===== config.mk =====
export PLATFORM = sky130hd
export DESIGN_NAME = instr_stream_packer
export DESIGN_NICKNAME = d
export VERILOG_FILES = /design/src/rtl/instr_stream_packer_pkg.sv /design/src/rtl/instr_stream_packer.sv
export SDC_FILE = /design/constraint.sdc
export NUM_CORES = 1
export LEC_CHECK = 0
export ABC_AREA = 1
export CAP_MARGIN = 25
export CORE_AREA = 4 4 98 100
export DETAILED_ROUTE_END_ITERATION = 8
export DIE_AREA = 0 0 102 104
export PLACE_DENSITY_LB_ADDON = 0.1
export SLEW_MARGIN = 15
export SYNTH_ARGS = -nofsm -noshare
export SYNTH_HDL_FRONTEND = slang
export SYNTH_SLANG_ARGS = --single-unit

===== constraint.sdc =====
create_clock -name clk -period 2.9 [get_ports clk]
set_clock_uncertainty 0.05 [all_clocks]
set_input_delay 0.29 -clock clk [delete_from_list [all_inputs] [get_ports clk]]
set_output_delay 0.29 -clock clk [all_outputs]
set_load 0.01 [all_outputs]

===== src/rtl/instr_stream_packer_pkg.sv =====
// Shared definitions for the instruction stream packer: window geometry,
// memory geometry, write-pointer reset value and the packer state encoding.
package instr_stream_packer_pkg;

    localparam int PKG_BYTE_W     = 8;
    localparam int PKG_WIN        = 4;
    localparam int PKG_LOG_WIN    = 2;
    localparam int PKG_ADDR_WIDTH = 8;
    localparam int PKG_DEPTH      = 256;
    localparam int PKG_WR_BASE    = 52;

    typedef enum logic [1:0] {
        ST_FILL = 2'd0,
        ST_PEND = 2'd1,
        ST_DONE = 2'd2
    } pack_state_e;

    function automatic logic [15:0] sat_inc16(input logic [15:0] value);
        logic [15:0] result;
        if (value == 16'hFFFF) begin
            result = value;
        end else begin
            result = value + 16'd1;
        end
        return result;
    endfunction

endpackage


===== src/rtl/instr_stream_packer.sv =====
// Packs an upstream byte stream into WIN-byte windows and writes each window
// to the instruction memory controller once enough free space exists.
module instr_stream_packer
    import instr_stream_packer_pkg::*;
#(
    parameter int WIN        = PKG_WIN,
    parameter int LOG_WIN    = PKG_LOG_WIN,
    parameter int ADDR_WIDTH = PKG_ADDR_WIDTH,
    parameter int DEPTH      = PKG_DEPTH,
    parameter int WR_BASE    = PKG_WR_BASE
) (
    input  logic                      clk,
    input  logic                      rst,
    input  logic                      s_valid,
    input  logic [PKG_BYTE_W-1:0]     s_data,
    input  logic                      s_last,
    output logic                      s_ready,
    input  logic [ADDR_WIDTH-1:0]     read_pointer_out,
    output logic                      we,
    output logic [WIN*PKG_BYTE_W-1:0] wr_data,
    output logic [LOG_WIN-1:0]        write_pointer_shift_minusone,
    output logic                      load_done,
    output logic [15:0]               byte_count
);

    localparam int CNT_W  = LOG_WIN + 1;
    localparam int FREE_W = ADDR_WIDTH + 1;

    pack_state_e               state_r;
    pack_state_e               state_nxt_s;
    logic [CNT_W-1:0]          cnt_r;
    logic [WIN*PKG_BYTE_W-1:0] buf_r;
    logic                      last_r;
    logic [ADDR_WIDTH-1:0]     wr_ptr_r;
    logic [15:0]               byte_count_r;
    logic                      we_r;
    logic [WIN*PKG_BYTE_W-1:0] wr_data_r;
    logic [LOG_WIN-1:0]        shift_r;

    logic                      ready_s;
    logic                      accept_s;
    logic                      write_s;
    logic [ADDR_WIDTH-1:0]     occ_s;
    logic [FREE_W-1:0]         free_s;
    logic                      fits_s;

    // Free-space check against the consumer; occupancy wraps with the address width.
    always_comb begin
        occ_s  = wr_ptr_r - read_pointer_out;
        free_s = FREE_W'(DEPTH - 1) - FREE_W'(occ_s);
        fits_s = (free_s >= FREE_W'(cnt_r));
    end

    // Next-state, handshake and write-issue decode.
    always_comb begin
        state_nxt_s = state_r;
        ready_s     = 1'b0;
        write_s     = 1'b0;
        case (state_r)
            ST_FILL: begin
                ready_s = !rst;
                if (s_valid && ready_s && (s_last || (cnt_r == CNT_W'(WIN - 1)))) begin
                    state_nxt_s = ST_PEND;
                end else begin
                    state_nxt_s = ST_FILL;
                end
            end
            ST_PEND: begin
                if (fits_s) begin
                    write_s     = 1'b1;
                    state_nxt_s = last_r ? ST_DONE : ST_FILL;
                end else begin
                    state_nxt_s = ST_PEND;
                end
            end
            ST_DONE: begin
                state_nxt_s = ST_DONE;
            end
            default: begin
                state_nxt_s = ST_FILL;
            end
        endcase
        accept_s = s_valid && ready_s;
    end

    // State register.
    always_ff @(posedge clk) begin
        if (rst) begin
            state_r <= ST_FILL;
        end else begin
            state_r <= state_nxt_s;
        end
    end

    // Window buffer, lane count and end-of-image flag.
    always_ff @(posedge clk) begin
        if (rst) begin
            cnt_r  <= '0;
            buf_r  <= '0;
            last_r <= 1'b0;
        end else if (write_s) begin
            cnt_r  <= '0;
            buf_r  <= '0;
            last_r <= 1'b0;
        end else if (accept_s) begin
            for (int i = 0; i < WIN; i++) begin
                if (cnt_r == CNT_W'(i)) begin
                    buf_r[i*PKG_BYTE_W +: PKG_BYTE_W] <= s_data;
                end
            end
            cnt_r  <= cnt_r + CNT_W'(1);
            last_r <= last_r | s_last;
        end
    end

    // Mirror of the controller's write pointer plus the saturating byte counter.
    always_ff @(posedge clk) begin
        if (rst) begin
            wr_ptr_r     <= ADDR_WIDTH'(WR_BASE);
            byte_count_r <= 16'd0;
        end else begin
            if (write_s) begin
                wr_ptr_r <= wr_ptr_r + ADDR_WIDTH'(cnt_r);
            end
            if (accept_s) begin
                byte_count_r <= sat_inc16(byte_count_r);
            end
        end
    end

    // Registered write port; data is forced to zero whenever no strobe is issued.
    always_ff @(posedge clk) begin
        if (rst) begin
            we_r      <= 1'b0;
            wr_data_r <= '0;
            shift_r   <= '0;
        end else begin
            we_r      <= write_s;
            wr_data_r <= write_s ? buf_r : '0;
            if (write_s) begin
                shift_r <= LOG_WIN'(cnt_r - CNT_W'(1));
            end
        end
    end

    assign s_ready                      = ready_s;
    assign we                           = we_r;
    assign wr_data                      = wr_data_r;
    assign write_pointer_shift_minusone = shift_r;
    assign load_done                    = (state_r == ST_DONE);
    assign byte_count                   = byte_count_r;

endmodule


* After elaboration in Yosys (flattened, before gate mapping) *
Index checks and enable logic that the tools add are counted.

cells by class
  bitwise gates (word level) = 3
  divide/modulo/power cells = 0
  $lt $le $gt $ge = 1
  mux-type cells = 7
  $add $sub $neg = 6
  shifts and indexed selects = 0
  reduce and logical (&&, ||, !) cells = 14
  equality and inequality tests = 6
  multipliers = 0

operators by type and width
  operator                                                            count
  16-bit by 1-bit adder with 16-bit output, second input constant     1
  16-bit == test, second input constant                               1
  2-bit AND reduction                                                 5
  9-bit by 3-bit greater-or-equal comparator with 1-bit output        1
  8-bit by 8-bit subtractor with 9-bit output, first input constant   1
  8-bit by 3-bit adder with 8-bit output                              1
  8-bit subtractor                                                    1
  3-bit by 2-bit == test with 1-bit output, second input constant     2
  2-bit case mux with 3 select lines                                  1
  1-bit two-way mux                                                   4
  2-bit two-way mux                                                   2
  2-bit OR reduction                                                  2
  3-bit by 1-bit adder with 3-bit output, second input constant       1
  3-bit by 1-bit == test with 1-bit output, second input constant     1
  1-bit logical AND                                                   3
  3-bit logical NOT                                                   1
  2-bit by 1-bit == test with 1-bit output, second input constant     1
  2-bit == test, second input constant                                1
  2-bit logical NOT                                                   1
  1-bit NOT                                                           2
  2-bit by 1-bit subtractor with 2-bit output, second input constant  1
  1-bit logical NOT                                                   1
  1-bit logical OR                                                    1
  1-bit OR                                                            1

storage, ports and cells
  latch bits = 0
  input bits = 20
  bits in registers = 97
  memory bits (writable) = 0
  word-level logic and storage cells = 49
  bits in read-only memories = 0
  memories = 0

* Logic depth before layout (Yosys ltp) *
Gate-level depths: netlist of run 1.

  word-level depth = 7
  mapped depth = 16
  gate-level depth less buffers = 16

* Worst setup path after synthesis of run 1 *
OpenSTA, ideal clock, no wires.

  path kind = reg2reg
  from = register wr_ptr_r[0]
  to = register buf_r[25]
  setup slack = 510 ps
  buffers on the path = 1
  stages on the path, launching flop included = 14
  arrival = 2274 ps
  clock period less this slack = 2390 ps
  cells stage by stage = dfxtp_1 > inv_1 > ha_1 > fa_1 > xor2_1 > ha_1 > a21oi_1 > nand2_1 > nor2_2 > nand3_4 > nand2_4 > nand2_4 > buf_6 > a21oi_2

on the way
  cells in the longest elaborated chain, start to end = 6

RTL lines
  what                                                          RTL line                    RTL
  from (decl)                                                   instr_stream_packer.sv:34   logic [ADDR_WIDTH-1:0] wr_ptr_r;
  from (signal assigned)                                        instr_stream_packer.sv:119  wr_ptr_r <= ADDR_WIDTH'(WR_BASE);
  from (signal assigned)                                        instr_stream_packer.sv:123  wr_ptr_r <= wr_ptr_r + ADDR_WIDTH'(cnt_r);
  8-bit subtractor                                              instr_stream_packer.sv:49   occ_s = wr_ptr_r - read_pointer_out;
  8-bit by 8-bit subtractor with 9-bit output                   instr_stream_packer.sv:50   free_s = FREE_W'(DEPTH - 1) - FREE_W'(occ_s);
  9-bit by 3-bit greater-or-equal comparator with 1-bit output  instr_stream_packer.sv:51   fits_s = (free_s >= FREE_W'(cnt_r));
  1-bit two-way mux                                             instr_stream_packer.sv:69   if (fits_s) begin
  1-bit two-way mux                                             instr_stream_packer.sv:59   case (state_r)
  2-bit OR reduction (no source line)                           -
  to (signal, indexed assignment)                               instr_stream_packer.sv:108  buf_r[i*PKG_BYTE_W +: PKG_BYTE_W] <= s_data;
  to (decl)                                                     instr_stream_packer.sv:32   logic [WIN*PKG_BYTE_W-1:0] buf_r;

No other way between the ends.
A chain may end at the register's enable or synchronous reset.

* Worst setup path after layout of run 1 *
  from = register wr_ptr_r[0]
  to = register buf_r[20]

The elaborated chain is that of the path after synthesis.

==> results.py, run 1 <==
metrics = {
    "synthesis": {
        "yosysWarnings": 0,
        "yosysUniqueCellTypes": 32,
        "synth_nets": 595,
        "synth.largest_area_cell": "dfxtp_1",
        "synth_area_leaders": "dfxtp_1 (45%), inv_1 (6.9%), nand2_1 (6.8%)",
        "netlist.area_leader.share_pct": 44.9,
        "ys_seq_area_share_pct": 44.9,
        "syn_inst": 554,
        "netlist_area_um2": 4320,
        "avgSynthCellArea_um2": 7.80,
        "ys_ff_latch": 97,
    },
    "outcome": {
        "outcome": "finished, final reports clean",
    },
    "route": {
        "firstDrtPassIters": 4,
        "drc_errors": 0,
        "wl_um": 8940,
        "wl_per_cell_um": 12.0,
        "vias_per_cell": 4.82,
        "drt-initial-drc-count": 110,
        "num_vias": 3587,
        "ant_nets": 0,
    },
    "placement": {
        "dpl.cell_count": 728,
        "dpl-instance-area_um2": 5190,
        "gp_congestion": 0.821,
        "hpwl_um": 6710,
        "port_buffers": 72,
    },
    "clock_tree": {
        "postCtsSetupBuffers": 0,
        "cts_tree": "yes",
        "cts_root_buffer": "clkbuf_8",
        "hold_buffers": 0,
        "h-tree-depth": 3,
        "clk_latency_ps": 350,
        "numCtsBuffers": 9,
        "clk_pin_slew_ps": 90,
        "clock_path_buffers": 2,
        "cts_resized": 0,
        "cts_sinks": 97,
    },
    "sta": {
        "min_period_ps": 2590,
        "tightest_slew_ps": 800,
        "holdWs_ps": 365,
        "period_share_pct": 89.5,
        "slew_headroom_pct": 46.4,
        "grt_setup_unrepaired": "false",
        "fin_setup_tns_ps": 0,
        "finalSetupViolations": 0,
        "drv_slew": 0,
        "final-hold-violation-count": 0,
        "fmax_ghz": 0.385,
    },
    "grt": {
        "grt.total_usage_pct": 17.8,
        "gr-total-overflow": 0,
        "grt_max_degree": 26,
        "grt_pass1_wl_um": 15500,
        "grt_pass1_vias": 3448,
        "antenna_found_initial": 0,
    },
    "floorplanning": {
        "die_area_um2": 10600,
        "io_pins": 73,
        "die_w_um": 102,
        "initial_core_util_pct": 49.8,
        "rows": 34,
        "die_y_um": 104,
        "core_region_area_um2": 8680,
    },
    "job": {
        "cap_violations": 0,
    },
    "pwr": {
        "power_density_nw_per_um2": 455,
        "cellLeakagePower_nw": 2.03,
        "ir_worst_vdd_uv": 210,
    },
    "final_layout": {
        "diodes": 0,
        "multi_input_comb_area_um2": 1970,
        "fillers": 820,
        "final_cells": 744,
        "final_nets": 672,
        "layout-drive-gt1-share_pct": 12.3,
        "area_growth_pct": 24.6,
        "design_area_um2": 5390,
        "seqCellArea_um2": 1940,
    },
    "worst_setup_path": {
        "crit_required_ps": 3140,
        "crit_type": "flop to flop",
        "critPathLaunchType": "flop",
        "crit_fanout": 9,
        "startpoint": "wr_ptr_r[0]",
        "cp.arrival_ps": 2830,
        "regToRegStartpoint": "wr_ptr_r[0]",
        "cp-end-kind": "flop",
    },
    "min_path": {
        "min_from": "buf_r[27]",
        "hold_class": "flop to flop",
    },
}
## final timing paths
check / to / slack, ps / cells past startpoint
worst min-delay path: wr_data[27] / 370 / 2
worst max register to register: buf_r[20] / 310 / 13
worst max-delay path: buf_r[20] / 310 / 13
worst min register to register: wr_data[27] / 370 / 2
## layout make-up
type / count / area share (%)
multi-input combinational: 358 / 36.6
clock inverter: 6 / 1.25
tap: 108 / 2.51
timing repair buffer: 81 / 15.3
sequential: 97 / 36.1
clock buffer: 10 / 2.37
inverter: 84 / 5.86
## worst max-delay path, cell delays in order (launching register included)
cell	delay (ps)
dfxtp_1	370
inv_1	60
ha_1	210
fa_1	420
xor2_1	180
ha_1	270
a21oi_1	150
nand2_1	70
nor2_2	150
nand3_4	120
nand2_4	90
nand2_4	110
buf_4	210
nor2_2	80
## per-layer routing
metal	vias up	wire [µm]	GRT usage, %
li1	1892	-	-
met1	1606	4210	23.4
met2	80	4120	28.9
met3	9	481	3.35
met4	0	131	6.47
met5	-	0	0
## flip-flops by register name, summed over array words and instances (netlist names)
| signal | flops |
|---|---|
| wr_data | 32 |
| state_r | 2 |
| wr_ptr_r | 8 |
| buf_r | 32 |
| write_pointer_shift_minusone | 2 |
| last_r | 1 |
| byte_count | 16 |
| we | 1 |
| cnt_r | 3 |
## synthesized netlist by cell type, drive strengths merged
cell,instances
a21o,1
a21oi,56
and2,1
buf,10
clkbuf,5
dfxtp,97
fa,2
ha,19
inv,84
nand2,85
nand3,41
nand4,9
nor2,106
nor3,7
nor3b,2
nor4,1
o21a,1
o21ai,15
o21bai,1
or2,1
xnor2,7
xor2,3
## through the flow
stage                     worst slack (ps)  util (%)  power, W
after floorplan                        510         -   0.00154
after global placement                52.9      59.8   0.00162
after detailed placement             -3.95      59.8   0.00162
after CTS                              297      62.1   0.00248
after global routing                   132      62.1   0.00257
final                                  306      62.1   0.00245
## logic make-up after synthesis
logic type,count (synthesis),share of synthesized area (%)
buffers and inverters,99,9.44
DFF,97,44.9
xor gates and xnor gates,10,2.03
AOI/OAI and AO/OA,74,9.35
adders and majority gates,21,6.43
and+or+nand+nor,253,27.8
## cell usage in the layout, fill, tap and decap left out, drive strengths merged
cell type,count
a21o,1
a21oi,56
and2,1
buf,9
bufinv,1
clkbuf,10
clkdlybuf4s50,72
clkinv,2
clkinvlp,2
dfxtp,97
fa,2
ha,19
inv,85
nand2,85
nand3,41
nand4,9
nor2,106
nor3,7
nor3b,2
nor4,1
o21a,1
o21ai,15
o21bai,1
or2,1
xnor2,7
xor2,3
## power by group
| group | total (W) | internal, W | switching, W |
|---|---|---|---|
| Clock | 0.000859 | 0.000402 | 0.000457 |
| Combinational | 0.000236 | 0.0000980 | 0.000138 |
| Sequential | 0.00136 | 0.00135 | 0.0000107 |
Power figures use the tool's default switching activity.
==> run 2: changes to the inputs <==
==> constraint.sdc (replaced) <==
create_clock -name clk -period 2.75 [get_ports clk]
set_clock_uncertainty 0.05 [all_clocks]
set_input_delay 0.275 -clock clk [delete_from_list [all_inputs] [get_ports clk]]
set_output_delay 0.275 -clock clk [all_outputs]
set_load 0.01 [all_outputs]
==> results.py, run 2 (synthesized netlist as in run 1, its figures left out) <==
metrics = {
    "outcome": {
        "outcome": "finished, final reports clean",
    },
    "final_layout": {
        "diodes": 0,
        "final_nets": 676,
        "area_growth_pct": 26.3,
        "fillers": 787,
        "final_common_cell": "dfxtp_1",
        "finish.utilization_pct": 62.9,
        "layout-drive-gt1-share_pct": 13.1,
        "final_cells": 748,
        "final_cell_mix": "dfxtp_1 (96), inv_1 (79), nand2_1 (78)",
    },
    "placement": {
        "post-place-ws_ps": -148,
        "port_buffers": 72,
        "gp_congestion": 0.822,
        "dpl.cell_count": 732,
        "hpwl_um": 6970,
    },
    "grt": {
        "antenna_found_initial": 0,
        "grt_max_degree": 26,
        "grt.total_usage_pct": 18.2,
        "grt_pass1_vias": 3484,
        "gr-total-overflow": 0,
        "grt_pass1_wl_um": 16000,
    },
    "pwr": {
        "power_frac_clock_pct": 37.1,
        "power.share.switching_pct": 26.4,
        "intPower_w": 0.00198,
        "power_density_nw_per_um2": 492,
        "cellLeakagePower_nw": 2.07,
        "switchingPower_w": 0.000708,
        "combPwrFrac_pct": 9.6,
        "seqPwrFrac_pct": 53.3,
        "ir_worst_vdd_uv": 317,
    },
    "route": {
        "drt-initial-drc-count": 87,
        "ant_nets": 0,
        "num_vias": 3640,
        "wl_per_cell_um": 12.3,
        "wl_um": 9210,
        "firstDrtPassIters": 4,
        "drc_errors": 0,
        "vias_per_cell": 4.87,
    },
    "sta": {
        "fmax_ghz": 0.395,
        "finalSetupViolations": 0,
        "fin_setup_tns_ps": 0,
        "min_period_ps": 2530,
        "holdWs_ps": 389,
        "drv_slew": 0,
        "final-hold-violation-count": 0,
        "period_share_pct": 92.1,
        "setup_slack_ps": 218,
        "tightest_slew_ps": 567,
        "grt_setup_unrepaired": "false",
        "slew_headroom_pct": 62.2,
    },
    "floorplanning": {
        "die_w_um": 102,
        "core_region_area_um2": 8680,
        "rows": 34,
        "initial_core_util_pct": 49.8,
        "die_y_um": 104,
        "io_pins": 73,
        "die_area_um2": 10600,
    },
    "clock_tree": {
        "hold_buffers": 0,
        "clk_pin_slew_ps": 100,
        "h-tree-depth": 3,
        "postCtsSetupBuffers": 0,
        "numCtsBuffers": 9,
        "clk_latency_ps": 360,
        "cts_tree": "yes",
        "cts_resized": 0,
        "cts_root_buffer": "clkbuf_8",
        "cts_sinks": 97,
        "clock_path_buffers": 2,
    },
    "worst_setup_path": {
        "regToRegStartpoint": "wr_ptr_r[0]",
        "cp.arrival_ps": 2770,
        "crit_fanout": 12,
        "cp-end-kind": "flop",
        "startpoint": "wr_ptr_r[0]",
        "critPathLaunchType": "flop",
        "crit_required_ps": 2990,
        "crit_type": "flop to flop",
    },
    "min_path": {
        "min_from": "buf_r[27]",
        "hold_class": "flop to flop",
    },
    "job": {
        "cap_violations": 0,
    },
}
[run 2: power by group through the flow]
stage                     clock, W  combinational [W]  sequential (W)
after floorplan                  0           0.000162         0.00146
after global placement           0           0.000249         0.00146
after detailed placement         0           0.000255         0.00146
after CTS                  0.00102           0.000257         0.00143
after global routing       0.00108           0.000290         0.00143
final                     0.000997           0.000258         0.00143
[run 2: final cells by class]
class / count / area [µm²] / area share, %
Multi-Input combinational cell: 358 / 1980 / 36.2
Sequential cell: 97 / 1940 / 35.6
Timing Repair Buffer: 85 / 868 / 15.9
Inverter: 84 / 315 / 5.78
Tap cell: 108 / 135 / 2.48
Clock buffer: 9 / 124 / 2.27
Clock inverter: 7 / 95.1 / 1.74
[run 2: final timing paths]
check                              endpoint  cells past startpoint  slack (ps)
worst max-delay path              buf_r[25]                     13         220
worst min-delay path            wr_data[27]                      2         390
worst min register to register  wr_data[27]                      2         390
worst max register to register    buf_r[25]                     13         220
[run 2: critical path, stage by stage, from the launching register on]
cell and delay (ps):
dfxtp_2 350, inv_1 50, ha_1 200, fa_1 410, xor2_1 160, ha_1 270, a21oi_1 140, nand2_1 90
nor2_4 120, nand3_4 120, nand2_4 90, nand2_4 110, buf_12 190, a21oi_2 110
[run 2: metal layers]
metal  routed length (µm)  part of all wire [%]  up-vias  GRT usage (%)
li1                     -                     -     1906              -
met1                 4240                    46     1643           24.1
met2                 4400                    48       85           29.9
met3                  477                   5.2        6           4.63
met4                   95                   1.0        0           3.75
met5                    0                     0        -              0
[run 2: per-stage QoR]
| stage | power [W] | area, µm² |
|---|---|---|
| 3_5_place_dp | 0.00172 | 5230 |
| 3_3_place_gp | 0.00171 | 5230 |
| 5_1_grt | 0.00281 | 5460 |
| 2_1_floorplan | 0.00163 | 4320 |
| 4_1_cts | 0.00271 | 5450 |
| 6_report | 0.00269 | 5460 |
==> run 3: changes to the inputs <==
--- a/config.mk
+++ b/config.mk
@@ -7,9 +7,10 @@
 export LEC_CHECK = 0
 export ABC_AREA = 1
 export CAP_MARGIN = 25
-export CORE_AREA = 4 4 98 100
+export CORE_AREA = 2 2 98 100
+export CTS_CLUSTER_DIAMETER = 100
 export DETAILED_ROUTE_END_ITERATION = 8
-export DIE_AREA = 0 0 102 104
+export DIE_AREA = 0 0 100 102
 export PLACE_DENSITY_LB_ADDON = 0.1
 export SLEW_MARGIN = 15
 export SYNTH_ARGS = -nofsm -noshare
==> constraint.sdc (replaced) <==
create_clock -name clk -period 2.3 [get_ports clk]
set_clock_uncertainty 0.05 [all_clocks]
set_input_delay 0.23 -clock clk [delete_from_list [all_inputs] [get_ports clk]]
set_output_delay 0.23 -clock clk [all_outputs]
set_load 0.01 [all_outputs]
==> results.py, run 3 (synthesized netlist as in run 1, its figures left out) <==
metrics = {
    "outcome": {
        "outcome": "finished with violations",
        "violations": "setup timing",
    },
    "route": {
        "firstDrtPassIters": 4,
        "wl_um": 9520,
        "vias_per_cell": 4.82,
        "drt-initial-drc-count": 106,
        "wl_per_cell_um": 12.4,
        "drc_errors": 0,
        "num_vias": 3710,
        "ant_nets": 0,
    },
    "grt": {
        "grt_pass1_wl_um": 15800,
        "antenna_found_initial": 0,
        "grt.total_usage_pct": 19.2,
        "grt_pass1_vias": 3513,
        "grt_max_degree": 19,
        "gr-total-overflow": 0,
    },
    "sta": {
        "final-hold-violation-count": 0,
        "fmax_ghz": 0.415,
        "fin_setup_tns_ps": -3850,
        "slew_headroom_pct": 63.5,
        "setup_slack_ps": -110,
        "min_period_ps": 2410,
        "holdWs_ps": 389,
        "finalSetupViolations": 66,
        "period_share_pct": 105,
        "tightest_slew_ps": 546,
        "grt_setup_unrepaired": "true",
        "drv_slew": 0,
    },
    "placement": {
        "hpwl_um": 6810,
        "port_buffers": 72,
        "gp_congestion": 0.853,
    },
    "clock_tree": {
        "cts_sinks": 97,
        "cts_tree": "yes",
        "clk_pin_slew_ps": 100,
        "clock_path_buffers": 2,
        "h-tree-depth": 3,
        "clk_latency_ps": 350,
        "cts_root_buffer": "clkbuf_8",
        "hold_buffers": 0,
        "numCtsBuffers": 9,
    },
    "min_path": {
        "hold_class": "flop to flop",
    },
    "worst_setup_path": {
        "crit_type": "flop to flop",
        "cp.arrival_ps": 2610,
        "cp_top_family": "adder cells",
        "r2r_cells": 14,
        "startpoint": "wr_ptr_r[0]",
        "cp-end-kind": "flop",
        "regToRegStartpoint": "wr_ptr_r[0]",
        "critical_path_depth": 14,
        "cp_num_buf_inv": 3,
        "slowest_delay_ps": 540,
        "slowest_stage": "fa_2",
        "critPathLaunchType": "flop",
        "r2r_setup_slack_ps": -110,
        "cp_cell_sequence": "inv_2 > ha_4 > fa_2 > ha_4 > nand2_2 > nand2_2 > a21oi_2 > nand2_1 > nor2_4 > nand3_4 > nand3_4 > buf_6 > buf_12 > nor2_4",
        "crit_fanout": 7,
        "r2r-end": "wr_data[31]",
        "crit_path_end": "wr_data[31]",
        "crit_required_ps": 2500,
    },
    "job": {
        "cap_violations": 0,
    },
    "floorplanning": {
        "die_w_um": 100,
        "rows": 35,
        "die_y_um": 102,
        "core_region_area_um2": 9110,
        "initial_core_util_pct": 47.4,
        "die_area_um2": 10200,
        "io_pins": 73,
    },
    "final_layout": {
        "layout-drive-gt1-share_pct": 22.0,
        "final_common_cell": "dfxtp_1",
        "area_growth_pct": 35.1,
        "diodes": 0,
        "final_nets": 695,
        "final_cell_mix": "dfxtp_1 (96), inv_1 (77), nand2_1 (76)",
    },
    "pwr": {
        "cellLeakagePower_nw": 2.18,
        "p_total_w": 0.00312,
        "power_density_nw_per_um2": 535,
        "ir_worst_vdd_uv": 396,
    },
}
==> run 3: worst reg2reg max path, cell delays in order, from the launching register on <==
cell and delay, ps:
dfxtp_2 350, inv_2 50, ha_4 150, fa_2 540, ha_4 200, nand2_2 60
nand2_2 50, a21oi_2 110, nand2_1 90, nor2_4 110, nand3_4 110, nand3_4 140
buf_6 130, buf_12 140, nor2_4 40
==> run 3: layout make-up <==
type / count / area [µm²]
Fill cell: 816 / 3270
Multi-Input combinational cell: 358 / 2170
Sequential cell: 97 / 1940
Timing Repair Buffer: 104 / 1080
Inverter: 84 / 315
Tap cell: 111 / 139
Clock buffer: 10 / 128
Clock inverter: 6 / 57.6
==> run 3: power breakdown <==
group | total [W] | switching (W) | internal [W] | leakage (nW)
sequential | 0.00171 | 0.0000143 | 0.00170 | 0.784
combinational | 0.000358 | 0.000198 | 0.000160 | 1.31
clock | 0.00105 | 0.000629 | 0.000421 | 0.0953
==> run 3: worst min-delay path by stage <==
stage / startpoint / to / slack [ps] / cells past startpoint
4_1_cts: buf_r[23] / wr_data[23] / 380 / 2
5_1_grt: buf_r[4] / wr_data[4] / 390 / 2
6_report: buf_r[4] / wr_data[4] / 390 / 2
2_1_floorplan: s_last / last_r / 330 / 2
3_3_place_gp: buf_r[9] / wr_data[9] / 380 / 2
3_5_place_dp: buf_r[19] / wr_data[19] / 380 / 2
==> run 3: what timing repair did <==
item	CTS	global route
resized for setup	16	47
endpoints found under the setup margin	78	81
buffers inserted	5	3
pin swaps	1	2
cloned	2	1
==> run 3: layer usage <==
layer	vias to the layer above	wire, µm	track usage, %
met3	11	350	2.74
met2	82	4580	33.2
met1	1675	4450	25.0
li1	1942	-	-
met5	-	0	0
met4	0	141	6.53
==> run 3: through the flow <==
stage | setup slack, ps | area [µm²] | util (%) | instances
2_1_floorplan | -35.6 | 4360 | - | 554
3_3_place_gp | -439 | 5330 | 58.5 | 744
3_5_place_dp | -485 | 5330 | 58.5 | 744
4_1_cts | -137 | 5650 | 62.0 | 767
5_1_grt | -200 | 5840 | 64.1 | 770
6_report | -110 | 5840 | 64.1 | 770
